<file path="src/rtl/cc_lives_counter_if.sv">
// Pulse inputs and status outputs of the Frogger lives manager.
// The game logic holds the master side; the lives counter holds the slave side.
interface cc_lives_counter_if #(
    parameter int LIVES_COUNTER_DATAWIDTH = 3
);
    logic                               CC_LIVES_COUNTER_start_InHigh;
    logic                               CC_LIVES_COUNTER_hit_InHigh;
    logic                               CC_LIVES_COUNTER_bonus_InHigh;
    logic [LIVES_COUNTER_DATAWIDTH-1:0] CC_LIVES_COUNTER_lives_Out;
    logic                               CC_LIVES_COUNTER_playing_OutHigh;
    logic                               CC_LIVES_COUNTER_invulnerable_OutHigh;
    logic                               CC_LIVES_COUNTER_gameover_OutHigh;
    logic                               CC_LIVES_COUNTER_lostlife_OutHigh;
    // Registered game state for debug and checkers: 0 IDLE, 1 PLAY, 2 COOLDOWN, 3 GAMEOVER.
    logic [1:0]                         CC_LIVES_COUNTER_state_Out;

    // Pulses are single-cycle and sampled on every rising edge; there is no
    // valid/ready handshake, so a pulse held high counts once per cycle.
    modport master (
        output CC_LIVES_COUNTER_start_InHigh,
        output CC_LIVES_COUNTER_hit_InHigh,
        output CC_LIVES_COUNTER_bonus_InHigh,
        input  CC_LIVES_COUNTER_lives_Out,
        input  CC_LIVES_COUNTER_playing_OutHigh,
        input  CC_LIVES_COUNTER_invulnerable_OutHigh,
        input  CC_LIVES_COUNTER_gameover_OutHigh,
        input  CC_LIVES_COUNTER_lostlife_OutHigh,
        input  CC_LIVES_COUNTER_state_Out
    );

    modport slave (
        input  CC_LIVES_COUNTER_start_InHigh,
        input  CC_LIVES_COUNTER_hit_InHigh,
        input  CC_LIVES_COUNTER_bonus_InHigh,
        output CC_LIVES_COUNTER_lives_Out,
        output CC_LIVES_COUNTER_playing_OutHigh,
        output CC_LIVES_COUNTER_invulnerable_OutHigh,
        output CC_LIVES_COUNTER_gameover_OutHigh,
        output CC_LIVES_COUNTER_lostlife_OutHigh,
        output CC_LIVES_COUNTER_state_Out
    );
endinterface

</file>
<file path="src/rtl/cc_lives_counter.sv">
// Frogger lives register plus game-state FSM (idle, play, post-hit cooldown, game over).
// Every output is a flop loaded from the next-state logic, so outputs lag inputs by one edge.
module cc_lives_counter #(
    parameter int LIVES_COUNTER_DATAWIDTH = 3,
    parameter int LIVES_INIT              = 3,
    parameter int LIVES_MAX               = 7,
    parameter int COOLDOWN_CYCLES         = 25000000,
    parameter int COOLDOWN_DATAWIDTH      = 25
) (
    input  logic                   CC_LIVES_COUNTER_CLOCK_50,
    input  logic                   CC_LIVES_COUNTER_RESET_InLow,
    cc_lives_counter_if.slave      bus
);
    typedef enum logic [1:0] {
        ST_IDLE     = 2'd0,
        ST_PLAY     = 2'd1,
        ST_COOLDOWN = 2'd2,
        ST_GAMEOVER = 2'd3
    } state_t;

    localparam logic [LIVES_COUNTER_DATAWIDTH-1:0] LP_INIT = LIVES_COUNTER_DATAWIDTH'(LIVES_INIT);
    localparam logic [LIVES_COUNTER_DATAWIDTH-1:0] LP_MAX  = LIVES_COUNTER_DATAWIDTH'(LIVES_MAX);
    localparam logic [LIVES_COUNTER_DATAWIDTH-1:0] LP_ONE  = LIVES_COUNTER_DATAWIDTH'(1);
    localparam logic [COOLDOWN_DATAWIDTH-1:0]      LP_CNT_LOAD = COOLDOWN_DATAWIDTH'(COOLDOWN_CYCLES - 1);

    state_t                             r_state;
    logic [LIVES_COUNTER_DATAWIDTH-1:0] r_lives;
    logic [COOLDOWN_DATAWIDTH-1:0]      r_cnt;
    logic                               r_playing;
    logic                               r_invulnerable;
    logic                               r_gameover;
    logic                               r_lostlife;

    state_t                             w_state_nxt;
    logic [LIVES_COUNTER_DATAWIDTH-1:0] w_lives_nxt;
    logic [LIVES_COUNTER_DATAWIDTH-1:0] w_lives_inc;
    logic [COOLDOWN_DATAWIDTH-1:0]      w_cnt_nxt;
    logic                               w_lostlife_nxt;
    logic                               w_start;
    logic                               w_hit;
    logic                               w_bonus;

    assign w_start = bus.CC_LIVES_COUNTER_start_InHigh;
    assign w_hit   = bus.CC_LIVES_COUNTER_hit_InHigh;
    assign w_bonus = bus.CC_LIVES_COUNTER_bonus_InHigh;

    // Bonus increment that holds at the ceiling instead of wrapping.
    assign w_lives_inc = (r_lives < LP_MAX) ? (r_lives + LP_ONE) : r_lives;

    always_comb begin
        w_state_nxt    = r_state;
        w_lives_nxt    = r_lives;
        w_cnt_nxt      = r_cnt;
        w_lostlife_nxt = 1'b0;
        unique case (r_state)
            ST_IDLE: begin
                if (w_start) begin
                    w_state_nxt = ST_PLAY;
                    w_lives_nxt = LP_INIT;
                end
            end
            ST_PLAY: begin
                if (w_hit && w_bonus) begin
                    // Bonus cancels the lost life, so this can never end the game.
                    w_state_nxt    = ST_COOLDOWN;
                    w_cnt_nxt      = LP_CNT_LOAD;
                    w_lostlife_nxt = 1'b1;
                end else if (w_hit) begin
                    w_lostlife_nxt = 1'b1;
                    if (r_lives > LP_ONE) begin
                        w_lives_nxt = r_lives - LP_ONE;
                        w_state_nxt = ST_COOLDOWN;
                        w_cnt_nxt   = LP_CNT_LOAD;
                    end else begin
                        w_lives_nxt = '0;
                        w_state_nxt = ST_GAMEOVER;
                    end
                end else if (w_bonus) begin
                    w_lives_nxt = w_lives_inc;
                end
            end
            ST_COOLDOWN: begin
                if (w_bonus) begin
                    w_lives_nxt = w_lives_inc;
                end
                if (r_cnt == '0) begin
                    w_state_nxt = ST_PLAY;
                end else begin
                    w_cnt_nxt = r_cnt - 1'b1;
                end
            end
            ST_GAMEOVER: begin
                w_lives_nxt = '0;
                if (w_start) begin
                    w_state_nxt = ST_PLAY;
                    w_lives_nxt = LP_INIT;
                end
            end
            default: begin
                w_state_nxt = ST_IDLE;
                w_lives_nxt = LP_INIT;
            end
        endcase
    end

    always_ff @(posedge CC_LIVES_COUNTER_CLOCK_50 or negedge CC_LIVES_COUNTER_RESET_InLow) begin
        if (!CC_LIVES_COUNTER_RESET_InLow) begin
            r_state        <= ST_IDLE;
            r_lives        <= LP_INIT;
            r_cnt          <= '0;
            r_playing      <= 1'b0;
            r_invulnerable <= 1'b0;
            r_gameover     <= 1'b0;
            r_lostlife     <= 1'b0;
        end else begin
            r_state        <= w_state_nxt;
            r_lives        <= w_lives_nxt;
            r_cnt          <= w_cnt_nxt;
            r_playing      <= (w_state_nxt == ST_PLAY) || (w_state_nxt == ST_COOLDOWN);
            r_invulnerable <= (w_state_nxt == ST_COOLDOWN);
            r_gameover     <= (w_state_nxt == ST_GAMEOVER);
            r_lostlife     <= w_lostlife_nxt;
        end
    end

    assign bus.CC_LIVES_COUNTER_lives_Out            = r_lives;
    assign bus.CC_LIVES_COUNTER_playing_OutHigh      = r_playing;
    assign bus.CC_LIVES_COUNTER_invulnerable_OutHigh = r_invulnerable;
    assign bus.CC_LIVES_COUNTER_gameover_OutHigh     = r_gameover;
    assign bus.CC_LIVES_COUNTER_lostlife_OutHigh     = r_lostlife;
    assign bus.CC_LIVES_COUNTER_state_Out            = r_state;
endmodule

</file>
<file path="src/flat_wrapper.sv">
// flat-port wrapper written by rule: the top's interface ports become plain ports
module cc_lives_counter_flat 
#(
    parameter int LIVES_COUNTER_DATAWIDTH = 3,
    parameter int LIVES_INIT              = 3,
    parameter int LIVES_MAX               = 7,
    parameter int COOLDOWN_CYCLES         = 25000000,
    parameter int COOLDOWN_DATAWIDTH      = 25
)
  (CC_LIVES_COUNTER_CLOCK_50, CC_LIVES_COUNTER_RESET_InLow, bus_CC_LIVES_COUNTER_start_InHigh, bus_CC_LIVES_COUNTER_hit_InHigh, bus_CC_LIVES_COUNTER_bonus_InHigh, bus_CC_LIVES_COUNTER_lives_Out, bus_CC_LIVES_COUNTER_playing_OutHigh, bus_CC_LIVES_COUNTER_invulnerable_OutHigh, bus_CC_LIVES_COUNTER_gameover_OutHigh, bus_CC_LIVES_COUNTER_lostlife_OutHigh, bus_CC_LIVES_COUNTER_state_Out);
  cc_lives_counter_if #(.LIVES_COUNTER_DATAWIDTH(LIVES_COUNTER_DATAWIDTH)) bus_i ();
  input  logic CC_LIVES_COUNTER_CLOCK_50;
  input  logic CC_LIVES_COUNTER_RESET_InLow;
  input wire logic [$bits(bus_i.CC_LIVES_COUNTER_start_InHigh)-1:0] bus_CC_LIVES_COUNTER_start_InHigh;
  input wire logic [$bits(bus_i.CC_LIVES_COUNTER_hit_InHigh)-1:0] bus_CC_LIVES_COUNTER_hit_InHigh;
  input wire logic [$bits(bus_i.CC_LIVES_COUNTER_bonus_InHigh)-1:0] bus_CC_LIVES_COUNTER_bonus_InHigh;
  output wire logic [$bits(bus_i.CC_LIVES_COUNTER_lives_Out)-1:0] bus_CC_LIVES_COUNTER_lives_Out;
  output wire logic [$bits(bus_i.CC_LIVES_COUNTER_playing_OutHigh)-1:0] bus_CC_LIVES_COUNTER_playing_OutHigh;
  output wire logic [$bits(bus_i.CC_LIVES_COUNTER_invulnerable_OutHigh)-1:0] bus_CC_LIVES_COUNTER_invulnerable_OutHigh;
  output wire logic [$bits(bus_i.CC_LIVES_COUNTER_gameover_OutHigh)-1:0] bus_CC_LIVES_COUNTER_gameover_OutHigh;
  output wire logic [$bits(bus_i.CC_LIVES_COUNTER_lostlife_OutHigh)-1:0] bus_CC_LIVES_COUNTER_lostlife_OutHigh;
  output wire logic [$bits(bus_i.CC_LIVES_COUNTER_state_Out)-1:0] bus_CC_LIVES_COUNTER_state_Out;
  assign bus_i.CC_LIVES_COUNTER_start_InHigh = bus_CC_LIVES_COUNTER_start_InHigh;
  assign bus_i.CC_LIVES_COUNTER_hit_InHigh = bus_CC_LIVES_COUNTER_hit_InHigh;
  assign bus_i.CC_LIVES_COUNTER_bonus_InHigh = bus_CC_LIVES_COUNTER_bonus_InHigh;
  assign bus_CC_LIVES_COUNTER_lives_Out = bus_i.CC_LIVES_COUNTER_lives_Out;
  assign bus_CC_LIVES_COUNTER_playing_OutHigh = bus_i.CC_LIVES_COUNTER_playing_OutHigh;
  assign bus_CC_LIVES_COUNTER_invulnerable_OutHigh = bus_i.CC_LIVES_COUNTER_invulnerable_OutHigh;
  assign bus_CC_LIVES_COUNTER_gameover_OutHigh = bus_i.CC_LIVES_COUNTER_gameover_OutHigh;
  assign bus_CC_LIVES_COUNTER_lostlife_OutHigh = bus_i.CC_LIVES_COUNTER_lostlife_OutHigh;
  assign bus_CC_LIVES_COUNTER_state_Out = bus_i.CC_LIVES_COUNTER_state_Out;
  cc_lives_counter #(.LIVES_COUNTER_DATAWIDTH(LIVES_COUNTER_DATAWIDTH), .LIVES_INIT(LIVES_INIT), .LIVES_MAX(LIVES_MAX), .COOLDOWN_CYCLES(COOLDOWN_CYCLES), .COOLDOWN_DATAWIDTH(COOLDOWN_DATAWIDTH)) u_core (.CC_LIVES_COUNTER_CLOCK_50(CC_LIVES_COUNTER_CLOCK_50), .CC_LIVES_COUNTER_RESET_InLow(CC_LIVES_COUNTER_RESET_InLow), .bus(bus_i));
endmodule
</file>
<file path="config.mk">
export PLATFORM = sky130hd
export DESIGN_NAME = cc_lives_counter_flat
export DESIGN_NICKNAME = d
export VERILOG_FILES = /design/src/rtl/cc_lives_counter_if.sv /design/src/rtl/cc_lives_counter.sv /design/src/flat_wrapper.sv
export SDC_FILE = /design/constraint.sdc
export NUM_CORES = 1
export LEC_CHECK = 0
export ABC_AREA = 1
export CELL_PAD_IN_SITES_DETAIL_PLACEMENT = 0
export CELL_PAD_IN_SITES_GLOBAL_PLACEMENT = 1
export CORE_MARGIN = 3
export CORE_UTILIZATION = 35
export CTS_CLUSTER_DIAMETER = 100
export CTS_CLUSTER_SIZE = 20
export DETAILED_ROUTE_END_ITERATION = 8
export GPL_ROUTABILITY_DRIVEN = 0
export MAX_ROUTING_LAYER = met4
export PLACE_DENSITY_LB_ADDON = 0.1
export SETUP_SLACK_MARGIN = 0.02
export SYNTH_ARGS = -nofsm -noshare
export SYNTH_HDL_FRONTEND = slang
export SYNTH_SLANG_ARGS = --single-unit
</file>
<file path="constraint.sdc">
create_clock -name CC_LIVES_COUNTER_CLOCK_50 -period 2.1 [get_ports CC_LIVES_COUNTER_CLOCK_50]
set_input_delay 0.21 -clock CC_LIVES_COUNTER_CLOCK_50 [delete_from_list [all_inputs] [get_ports CC_LIVES_COUNTER_CLOCK_50]]
set_output_delay 0.21 -clock CC_LIVES_COUNTER_CLOCK_50 [all_outputs]
set_load 0.005 [all_outputs]
</file>
After elaboration in Yosys (flattened, before gate mapping) --
Index checks and enable logic that the tools add are counted.
Cells by class: order comparisons 2, reductions and logical operators 8, muxes and demuxes 22, equal/unequal tests 11, $add $sub $neg 3
Operators with widths (count):
- $mux 25 | 4
- $pmux 25 s2 | 1
- $logic_not 25->1 | 1
- $sub 25x1->25 const B | 1
- $mux 3 | 6
- $pmux 3 s4 | 1
- $mux 2 | 5
- $eq 2x2->1 const B | 4
- $ne 2x2->1 const B | 3
- $pmux 2 s3 | 1
- $eq 2x1->1 const B | 2
- $mux 1 | 4
- $reduce_and 4->1 | 1
- $add 3x1->3 const B | 1
- $gt 3x1->1 const B | 1
- $lt 3x3->1 const B | 1
- $ne 3x1->1 const B | 1
- $ne 3x2->1 const B | 1
- $sub 3x1->3 const B | 1
- $logic_not 2->1 | 1
- $reduce_and 2->1 | 1
- $reduce_bool 2->1 | 1
- $reduce_or 2->1 | 1
- $logic_and 1x1->1 | 1
- $logic_or 1x1->1 | 1
Storage, ports and cells: flip-flop bits (word level) 34, output and inout port bits 9, word-level logic and storage cells 53, input port bits 5

Logic depth before layout (Yosys ltp) --
word-level depth 7, gate-level depth with buffers 12, mapped depth without buffers 11

Worst setup path before layout --
No wires, ideal clock.
kind reg-to-reg, from reg u_core.r_cnt[0], to reg u_core.r_playing (netlist: u_core.bus.CC_LIVES_COUNTER_playing_OutHigh), slack 0.356 ns, library setup time 0.113 ns, path buffers 0, data arrival time 1.631 ns, stages on the path, launching flop included 12, clock period less this slack 1.744 ns, required time 1.987 ns, cells stage by stage dfrtp_1 inv_1 ha_1 nand2_4 nor2_8 nand2_2 nor2_4 nand2_4 nand2_1 nand2_1 ha_1 inv_1
On the way: word-level cells in the longest chain between the ends 5, elaborated cells on any way between the ends 6, classes of those cells 2 x eq/ne; 2 x mux; 2 x reduce/logical
RTL lines:
- start: declaration | RTL line cc_lives_counter.sv:28 | logic [COOLDOWN_DATAWIDTH-1:0] r_cnt;
- start signal: assignment | RTL line cc_lives_counter.sv:118 | r_cnt <= w_cnt_nxt;
- $logic_not 25->1 * | RTL line cc_lives_counter.sv:86 | if (r_cnt == '0) begin
- $mux 2 * | RTL line cc_lives_counter.sv:86
- $pmux 2 s3 * | RTL line cc_lives_counter.sv:55 | unique case (r_state)
- $eq 2x1->1 or $eq 2x2->1 (tied branches) | RTL line cc_lives_counter.sv:119 | r_playing <= (w_state_nxt == ST_PLAY) || (w_state_nxt == ST_COOLDOWN);
- $logic_or 1x1->1 * | RTL line cc_lives_counter.sv:119
- end signal: assignment | RTL line cc_lives_counter.sv:119
- end: declaration | RTL line cc_lives_counter.sv:29 | logic r_playing;
Every way passes the cells marked *; elsewhere a longest branch is shown, timed or not. A chain may end at the register's enable or synchronous reset.

Final worst setup path --
from reg u_core.r_lives[1] (netlist: u_core.bus.CC_LIVES_COUNTER_lives_Out[1]), to reg u_core.r_cnt[17]
On the way: word-level cells in the longest chain between the ends 3
RTL lines:
- start: declaration | RTL line cc_lives_counter.sv:27 | logic [LIVES_COUNTER_DATAWIDTH-1:0] r_lives;
- start signal: assignment | RTL line cc_lives_counter.sv:117 | r_lives <= w_lives_nxt;
- $gt 3x1->1 | RTL line cc_lives_counter.sv:70 | if (r_lives > LP_ONE) begin
- $ne 3x1->1 (no source line)
- $reduce_and 4->1 (no source line)
Every way passes these cells.

==> impl_results.md <==
* Tcrit/Tclk final at 0.8741
* Largest net degree at the start of global routing at 35
* Worst Path Arrival at 2.01 ns
* Initial Util at 0.3707
* Final setup fails at 0
* Area taken by flip-flops and latches at 853.3 sq um
* Commonest non-fill, non-tap cell in the layout: nand2_1
* CTS sink count at 34
* DIE AREA at 0.007951 sq mm
* CP Class: flop to flop
* Sequential fraction of the synthesis area at 0.3525
* Rows at 29
* Hold Fails Final Rpt at 0
* R2r startpoint: u_core.bus.CC_LIVES_COUNTER_lives_Out[1]
* # fillers at 712
* Main synth FF type: dfrtp_1
* Number of global-route vias before repair at 2028
* Clock Skew at 0.009114 ns
* DR vias/cell at 4.772
* R2R Setup Slk at 0.26 ns
* CP required at 2.28 ns
* VDD IR max at 0.7232 mV
* Util after Layout at 0.4153
* Hold-fix buffers at CTS at 0
* CP Capture Type: flop
* Synth top area cells: dfrtp_1 33%, nand2_1 19%, nor2_1 7.4%, nand3_1 6.0%, inv_1 5.9%
* Total Routing Usage GR at 0.1641
* Pwr dens at 1399 mW/mm^2
* Outcome: finished, final reports clean
* CTS buffer count at 5
* Root Driver: clkbuf_8
* WL final at 5606 um
* Syn Inst Count at 356
* Pleak at 1.359 nW
* Antenna Nets Post-Route at 0
* Post-synthesis cell type count at 34
* H-tree depth at 2
* Max_slew headroom at 0.4386
* Synthesized net count at 371
* First-pass GRT wire length at 9763 um
* GR Overflow Total at 0
* Synth top area share at 0.3307
* Clk slew on worst S/H paths at 0.07 ns
* Synth area leader: dfrtp_1
* Buffers on Ports at 13
* CP Capture Point: u_core.r_cnt[17]
* Setup TNS at 0 ns
* Startpoint types: flop
* Final instance area at 0.002713 sq mm
* Core area at 0.006531 sq mm
* Max Cap Viol at 0
* Die Span X at 89.17 um
* #FFs+latches synth at 34
* RSZ-0062 raised after global routing: no
* # IOs at 14
* CTS tree: yes
* Routed vias at 2138
* FMAX at 544.8 MHz
* Later-pin clock latency in the skew report at 0.29 ns
* Critical path origin: u_core.bus.CC_LIVES_COUNTER_lives_Out[1]
* Slew at the pin closest to its max-slew limit at 0.8422 ns
* Placed wire-length estimate at 4110 um
* CP Max Fanout at 26
* Mean Syn Cell Area at 6.801 sq um
* Placement Cell Area at 0.002619 sq mm
* Post-Syn Area at 0.002421 sq mm
* Cells on worst reg2reg path at 11
* Share of cells above drive strength 1 at 0.09164
* Reg2reg end: u_core.r_cnt[17]
* Post-synth EDFFs at 0
* Fin crit period at 1.836 ns
* Initial antenna violation count at 0
* DRC at 0
* Multi-input gate area at 0.001370 sq mm
* Wire length per cell at 12.51 um
* Drt first-iter violations at 83
* Most frequent cells in the layout: 124 x nand2_1, 48 x nor2_1, 38 x inv_1, 32 x dfrtp_1, 29 x nand3_1
* DIE HEIGHT at 89.17 um
* Area growth, synth to finish at 12.04%
* Hold Path Class: input port to asynchronous set/reset pin
* Ant diodes at 0
* Fin. max-slew vios at 0
* DRT Pass-1 Iters at 4
* Synthesis Warnings at 0
* Async set-or-reset flop fraction in the synthesized netlist at 1.000
* Final #Nets at 386
* CTS Buffer Depth at 2
[layout make-up]
type                       instances  area share
tap                               77     0.03552
timing repair buffer              17     0.06181
inverter                          39     0.05489
clock buffer                       7     0.02814
multi-input combinational        274      0.5051
sequential                        34      0.3146
[per-stage QoR]
step / setup WS, ns / power (mW) / hold WS (ns) / cells
floorplan: 0.3564 / 2.791 / -0.08559 / 356
global placement: 0.1336 / 3.343 / 0.3579 / 441
detailed placement: 0.1159 / 3.350 / 0.3666 / 441
CTS: 0.09905 / 3.844 / 0.04791 / 448
global route: 0.03672 / 4.280 / 0.07887 / 448
finish: 0.2645 / 3.795 / 0.02468 / 448
[what timing repair did]
action	CTS	global route
setup buffers	0	0
endpoints found under the setup margin	0	1
resized for setup	0	3
[cells by family (layout without fill, tap and decap cells)]
logic type                 count (synthesis)  in the layout  share of synthesized area
adders and majority gates                 10             10                    0.05168
AOI/OAI and AO/OA                         28             28                    0.06512
buffers and inverters                     48             63                    0.08889
DFF                                       34             34                     0.3525
xor gates and xnor gates                   5              5                    0.01809
and+or+nand+nor                          231            231                     0.4238
[worst min-delay path by stage]
stage,startpoint,endpoint
4_1_cts,CC_LIVES_COUNTER_RESET_InLow,u_core.r_cnt[13]
6_report,CC_LIVES_COUNTER_RESET_InLow,u_core.r_cnt[7]
5_1_grt,CC_LIVES_COUNTER_RESET_InLow,u_core.r_cnt[7]
2_1_floorplan,CC_LIVES_COUNTER_RESET_InLow,u_core.bus.CC_LIVES_COUNTER_gameover_OutHigh
3_3_place_gp,CC_LIVES_COUNTER_RESET_InLow,u_core.r_cnt[5]
3_5_place_dp,CC_LIVES_COUNTER_RESET_InLow,u_core.r_cnt[5]
[synth_stat cells, types with 3 or more instances]
library cell,instances
dfrtp_1,32
o21ai_0,6
buf_6,4
inv_1,38
nand2_2,3
nand4_1,8
o21ai_1,11
a21oi_1,3
nand2_1,124
ha_1,10
xor2_1,3
nor2_1,48
or2_2,8
o22ai_1,3
nand3_1,29
[worst max-delay path, cell delays in order, from the launching register on]
cell     delay (ns)
dfstp_2        0.58
inv_1          0.08
ha_1           0.17
inv_1          0.04
nand2_1        0.04
nand2_1        0.09
inv_1          0.06
a21oi_2        0.24
nand2_8        0.12
buf_12         0.18
nand2_1        0.06
o21ai_1        0.06
[state kept, by name, summed over array words and instances, names as in the netlist]
signal and count:
u_core.bus.CC_LIVES_COUNTER_playing_OutHigh 1, u_core.bus.CC_LIVES_COUNTER_invulnerable_OutHigh 1, u_core.r_cnt 25, u_core.bus.CC_LIVES_COUNTER_lostlife_OutHigh 1, u_core.bus.CC_LIVES_COUNTER_lives_Out 3, u_core.bus.CC_LIVES_COUNTER_gameover_OutHigh 1
u_core.bus.CC_LIVES_COUNTER_state_Out 2
[metal layers]
layer,global-route usage,up-vias,share of wire
met3,0.02765,7,0.030
li1,-,1140,-
met2,0.2672,29,0.47
met4,0.04465,0,0.011
met1,0.2106,962,0.49
met5,-,-,0
[where the power goes]
group / internal, mW / switching [mW] / total [mW]
sequential: 0.941 / 0.304 / 1.25
clock: 0.229 / 0.238 / 0.467
combinational: 0.812 / 1.27 / 2.08
Power figures use the tool's default switching activity.
